===== config.mk =====
export PLATFORM = sky130hd
export DESIGN_NAME = decode_operand_stage
export DESIGN_NICKNAME = d
export VERILOG_FILES = /design/src/rtl/decode_operand_stage.sv
export SDC_FILE = /design/constraint.sdc
export NUM_CORES = 1
export LEC_CHECK = 0
export CAP_MARGIN = 20
export CORE_MARGIN = 2
export CORE_UTILIZATION = 30
export CTS_CLUSTER_DIAMETER = 40
export CTS_CLUSTER_SIZE = 12
export DETAILED_ROUTE_END_ITERATION = 7
export SYNTH_ARGS = -nofsm -noshare
export SYNTH_HDL_FRONTEND = slang
export SYNTH_SLANG_ARGS = --single-unit

===== constraint.sdc =====
create_clock -name clock -period 5.29 [get_ports clock]
set_input_delay 1.058 -clock clock [delete_from_list [all_inputs] [get_ports clock]]
set_output_delay 1.058 -clock clock [all_outputs]
set_load 0.005 [all_outputs]

===== src/rtl/decode_operand_stage.sv =====
// Decode/operand stage: resolves source operands through an own-register/forwarding/reg-file priority chain and evaluates branches.
// Latency: one cycle from acceptance to the output register; forwarding, hazard and jump logic are combinational.
// Backpressure: down_stall freezes the output register; an unready forwarded operand stalls fetch and inserts a bubble.
module decode_operand_stage #(
    parameter int XLEN       = 32,
    parameter int READ_PORTS = 2,
    parameter int FWD_STAGES = 3,
    parameter int REG_ID_W   = 5
) (
    input  logic                           clock,
    input  logic                           reset,
    input  logic                           in_valid,
    input  logic [XLEN-1:0]                in_pc,
    input  logic [READ_PORTS*REG_ID_W-1:0] in_rd_id,
    input  logic [READ_PORTS*XLEN-1:0]     in_rd_data,
    input  logic [READ_PORTS-1:0]          in_rd_need,
    input  logic [REG_ID_W-1:0]            in_wr_id,
    input  logic                           in_wr_ready,
    input  logic [XLEN-1:0]                in_wr_data,
    input  logic [1:0]                     in_br_mode,
    input  logic [XLEN-1:0]                in_br_target,
    input  logic [FWD_STAGES*REG_ID_W-1:0] fwd_id,
    input  logic [FWD_STAGES-1:0]          fwd_ready,
    input  logic [FWD_STAGES*XLEN-1:0]     fwd_data,
    input  logic                           down_stall,
    input  logic                           flush,
    output logic                           in_ready,
    output logic                           out_valid,
    output logic [XLEN-1:0]                out_pc,
    output logic [READ_PORTS*XLEN-1:0]     out_op_data,
    output logic [REG_ID_W-1:0]            out_wr_id,
    output logic                           out_wr_ready,
    output logic [XLEN-1:0]                out_wr_data,
    output logic                           jump_en,
    output logic [XLEN-1:0]                jump_target,
    output logic [15:0]                    stall_count
);

    logic [READ_PORTS*XLEN-1:0] opData;
    logic [READ_PORTS-1:0]      hazard;
    logic [READ_PORTS-1:0]      matched;
    logic                       localStall;
    logic [XLEN-1:0]            op0;
    logic [XLEN-1:0]            op1;
    logic                       brTaken;
    logic                       captureValid;

    // First matching source wins: own output register, then youngest to oldest forward, then reg file.
    always_comb begin
        opData  = '0;
        hazard  = '0;
        matched = '0;
        for (int p = 0; p < READ_PORTS; p++) begin
            if (in_rd_id[p*REG_ID_W +: REG_ID_W] != '0) begin
                if (out_valid && (out_wr_id == in_rd_id[p*REG_ID_W +: REG_ID_W])) begin
                    matched[p]             = 1'b1;
                    hazard[p]              = !out_wr_ready;
                    opData[p*XLEN +: XLEN] = out_wr_data;
                end
                for (int s = 0; s < FWD_STAGES; s++) begin
                    if (!matched[p] && (fwd_id[s*REG_ID_W +: REG_ID_W] == in_rd_id[p*REG_ID_W +: REG_ID_W])) begin
                        matched[p]             = 1'b1;
                        hazard[p]              = !fwd_ready[s];
                        opData[p*XLEN +: XLEN] = fwd_data[s*XLEN +: XLEN];
                    end
                end
                if (!matched[p]) begin
                    opData[p*XLEN +: XLEN] = in_rd_data[p*XLEN +: XLEN];
                end
            end
        end
    end

    assign op0 = opData[XLEN-1:0];

    generate
        if (READ_PORTS > 1) begin : gOp1
            assign op1 = opData[2*XLEN-1:XLEN];
        end else begin : gOp1Zero
            assign op1 = '0;
        end
    endgenerate

    always_comb begin
        brTaken = 1'b0;
        case (in_br_mode)
            2'b01:   brTaken = 1'b1;
            2'b10:   brTaken = (op0 == op1);
            2'b11:   brTaken = (op0 != op1);
            default: brTaken = 1'b0;
        endcase
    end

    assign localStall   = in_valid && |(in_rd_need & hazard);
    assign in_ready     = !(localStall || down_stall);
    assign jump_en      = in_valid && in_ready && !flush && brTaken;
    assign jump_target  = in_br_target;
    assign captureValid = in_valid && !localStall;

    always_ff @(posedge clock) begin
        if (!reset) begin
            out_valid    <= 1'b0;
            out_pc       <= '0;
            out_op_data  <= '0;
            out_wr_id    <= '0;
            out_wr_ready <= 1'b0;
            out_wr_data  <= '0;
            stall_count  <= '0;
        end else begin
            if (localStall && (stall_count != 16'hFFFF)) begin
                stall_count <= stall_count + 16'd1;
            end
            // Flush only kills the valid bit; stale data fields are harmless behind out_valid=0.
            if (flush) begin
                out_valid <= 1'b0;
            end else if (!down_stall) begin
                out_valid <= captureValid;
                if (captureValid) begin
                    out_pc       <= in_pc;
                    out_op_data  <= opData;
                    out_wr_id    <= in_wr_id;
                    out_wr_ready <= in_wr_ready;
                    out_wr_data  <= in_wr_data;
                end
            end
        end
    end

endmodule


==> reports/metrics.csv <==
stage,metric,value,unit
sta,max frequency,184.7,MHz
clock_network,cts bufs inserted,17,
synthesis,Post-Synthesis Cells,1350,
power_and_ir_drop,combinational share of power,36.8,%
critical_path,Critical Path Start Type,input port,
cells_and_area,layout cells sized above 1,28.45,%
floorplan,Starting Density,30.24,%
route,vias post-DR,14010,
critical_path,critical path data required time,4.23,ns
synthesis,Post-Synth Simple-Gate Area,23.32,%
power_and_ir_drop,clock share of power,31.6,%
floorplan,FP Rows,67,
route,DR WL/cell,26.97,microns
synthesis,ys async rst share,0,%
power_and_ir_drop,Net Sw Power,1.274,mW
sta,final period utilization,102.3,%
power_and_ir_drop,Max rail drop VDD,229.7,uV
clock_network,"Clk Latency, worst-skew pair",0.46,ns
grt,GRT Resource Usage Total,37.09,%
sta,Slew Limit Headroom,35.48,%
synthesis,complex-gate fraction of the synthesized area,30.08,%
synthesis,syn_nets,1650,
run_status,failing checks,setup timing,
route,remaining antenna violation count after routing,0,
floorplan,Die Ht,187.2,microns
floorplan,I/O pins,484,
synthesis,Netlist cell types,86,
sta,fin. max-slew vios,0,
route,TritonRoute pass-1 iters,6,
floorplan,die footprint,35030,sq um
critical_path,crit path kind,in2out,
grt,GRT Residual Overflow,0,
clock_network,Max clock buf depth,2,
synthesis,"top cells by area, synth","dfxtp_1, nand2_1, a21oi_1",
power_and_ir_drop,Pleak,7.118,nW
min_path,HP Class,reg2reg,
critical_path,Crit Reg-Reg Startpoint,out_wr_id[1],
clock_network,clk sinks,151,
grt,number of global-route vias before repair,13810,
grt,first-pass GRT wire length,94830,microns
synthesis,Post-Synth Adder-Cell Area,0.1243,%
floorplan,core area,33280,sq um
critical_path,crit end category,primary output,
sta,Final WS setup,-0.1230,ns
synthesis,Post-synth EDFFs,0,
critical_path,arrival time worst endpoint,4.35,ns
clock_network,# H-tree levels,4,
clock_network,Clock Tree Root,clkbuf_16,
critical_path,crit path launch,fwd_id[8],
sta,Final Critical Period,5.413,ns
placed_design,routability cong.,1.017,
placed_design,DP HPWL,52850,microns
power_and_ir_drop,Int Pwr,2.606,mW
sta,Worst-Margin Slew,0.9678,ns
sta,Hold Fails Final Rpt,0,
power_and_ir_drop,Flop pwr share,31.6,%
synthesis,mux cell area share after synthesis,0.8081,%
sta,Fin Setup TNS,-0.1230,ns
route,DR iter-0 viols,1487,
synthesis,ys flop type,dfxtp_1,
placed_design,IO Port Bufs,419,
route,final wirelength,66640,microns
synthesis,average cell area after synthesis,7.455,sq um
synthesis,"Seq/Total Area, Yosys",30.03,%
synthesis,Synth top area share,30.03,%
flow_run,Max Cap Viol,0,
synthesis,Ys Warns,0,
sta,final setup fails,1,
floorplan,Die X,187.2,microns
sta,Max Clock Skew,0.02836,ns
grt,initial antenna violation count,4,
synthesis,#FFs+latches synth,151,
cells_and_area,area delta synth->final,86.44,%
synthesis,XOR/XNOR Fraction of Synth Area,6.862,%
cells_and_area,fillcell total,3122,
power_and_ir_drop,Design Power,3.880,mW
route,# DRC,0,
route,Vias/cell,5.670,
clock_network,TritonCTS clock tree,yes,
synthesis,Post-Syn Area,10060,sq um
synthesis,main combinational cell family by area after synthesis,compound AO/OA/AOI/OAI gates,
power_and_ir_drop,switch share,32.84,%
critical_path,crit path max fanout,5,
grt,pin count of the biggest net entering global routing,87,
sta,RSZ-0062 raised after global routing,yes,
cells_and_area,final net count,2308,
clock_network,Worst-path clk slew,0.06,ns
min_path,hold_sp,out_pc[13],
synthesis,largest area contributor in the netlist,dfxtp_1,
run_status,result of the run,finished with violations,
power_and_ir_drop,power density cells,206.8,nW/um^2
## worst max-delay path, stage by stage
cell and delay (ns):
buf_2 0.13, xnor2_2 0.23, nand3_2 0.15, buf_4 0.17
o211ai_1 0.18, buf_4 0.20, o221ai_1 0.13, a221o_2 0.40
xor2_1 0.21, nand4_1 0.20, or4_4 0.60, nor4_4 0.33
mux2i_1 0.22, buf_2 0.16
## cell usage in the layout, fill, tap and decap left out, types with 7 or more instances in the layout
master / count
o2111ai_1: 9
a211oi_1: 29
buf_6: 43
a2111oi_2: 7
o221ai_1: 14
buf_8: 8
xnor2_1: 20
nor2_1: 116
o21ai_0: 31
buf_4: 323
xnor2_2: 15
buf_12: 15
xnor2_4: 14
nand3_1: 42
inv_1: 17
and3_1: 14
a221oi_1: 7
a221o_1: 10
xor2_2: 7
a32oi_1: 13
o211ai_1: 16
and2_1: 10
xor2_1: 20
mux2i_1: 7
a2111oi_4: 7
or3_1: 9
clkbuf_16: 17
dfxtp_1: 151
buf_2: 13
nand2_1: 194
nand4_1: 14
o21a_1: 8
nor3_1: 57
a31oi_1: 7
clkdlybuf4s50_1: 393
a21oi_1: 132
o31ai_1: 7
## power by group through the flow
stage                     clock network (mW)  registers (mW)  logic (mW)
after floorplan                            0            1.24       0.444
after global placement                     0            1.25        1.19
after detailed placement                   0            1.25        1.18
after CTS                               1.24            1.22        1.33
after global routing                    1.29            1.23        1.48
final                                   1.23            1.23        1.43
## cell type report
type	count	area [sq um]	share of cell area, %
repair buffers	798	7346	39.15
multi-input cells	1022	7189	38.31
flip-flops and latches	151	3023	16.11
well taps	448	560.5	2.987
clock buffers	20	456.7	2.434
clock inverters	12	113.9	0.6068
inverters	18	70.07	0.3734
diodes	2	5.005	0.02667
## worst paths after layout
path	endpoint	slack, ns	cells past startpoint
setup reg to reg	out_op_data[57]	1.20	14
hold / removal	out_pc[13]	0.45	2
setup / recovery	jump_en	-0.12	14
hold reg to reg	out_pc[13]	0.45	2
## Yosys cell counts, drive strengths merged (11+ instances only)
cell type  instances
nand2            202
buf               80
o2111ai           13
xnor2             49
inv               18
or3               11
a221o             12
nand3             46
dfxtp            151
a22oi             11
a2111oi           22
nor3              61
and2              16
nand4             15
a21oi            136
nor2             121
o21ai             36
a32oi             16
and3              19
o211ai            16
xor2              29
o221ai            16
clkbuf            79
a211oi            33
## what timing repair did
item	in CTS	in global routing
hold buffers	0	0
endpoints found under the hold margin	0	0
pin swaps	64	55
resized for setup	270	98
endpoints found under the setup margin	2	1
buffers inserted	61	20
## cell families after synthesis
| kind of cell | after synthesis |
|---|---|
| AO/OA/AOI/OAI | 420 |
| XOR/XNOR | 78 |
| adder cells (fa/ha/maj) | 1 |
| buffers and inverters | 177 |
| flip-flops | 151 |
| multiplexers | 8 |
| AND/OR/NAND/NOR | 515 |
## per-stage QoR
stage               hold WS [ns]  area, sq um  worst slack, ns  utilization (%)  instances
floorplan                 0.4527        10060           0.4442                -       1350
global placement          0.4411        16400           -1.523            49.27       2361
detailed placement        0.4471        16400           -1.454            49.27       2361
CTS                       0.4553        18250         -0.06937            54.83       2451
global route              0.4750        18760          -0.1603            56.38       2471
finish                    0.4519        18760          -0.1230            56.38       2471
## sequential cells by signal, summed over array words and instances, names as in the netlist
signal        cells
out_wr_data      32
stall_count      16
out_wr_id         5
out_valid         1
out_pc           32
out_wr_ready      1
out_op_data      64
## metal layers
layer  global-route usage, %  wire length [microns]  vias to the layer above
met5                       0                     13                        -
met4                   21.55                   4796                        2
met3                   7.636                   5685                      233
met2                   59.06                  29540                      889
met1                   46.52                  26600                     6639
li1                        -                      -                     6247
No activity file was read; power rests on OpenSTA's default activity.
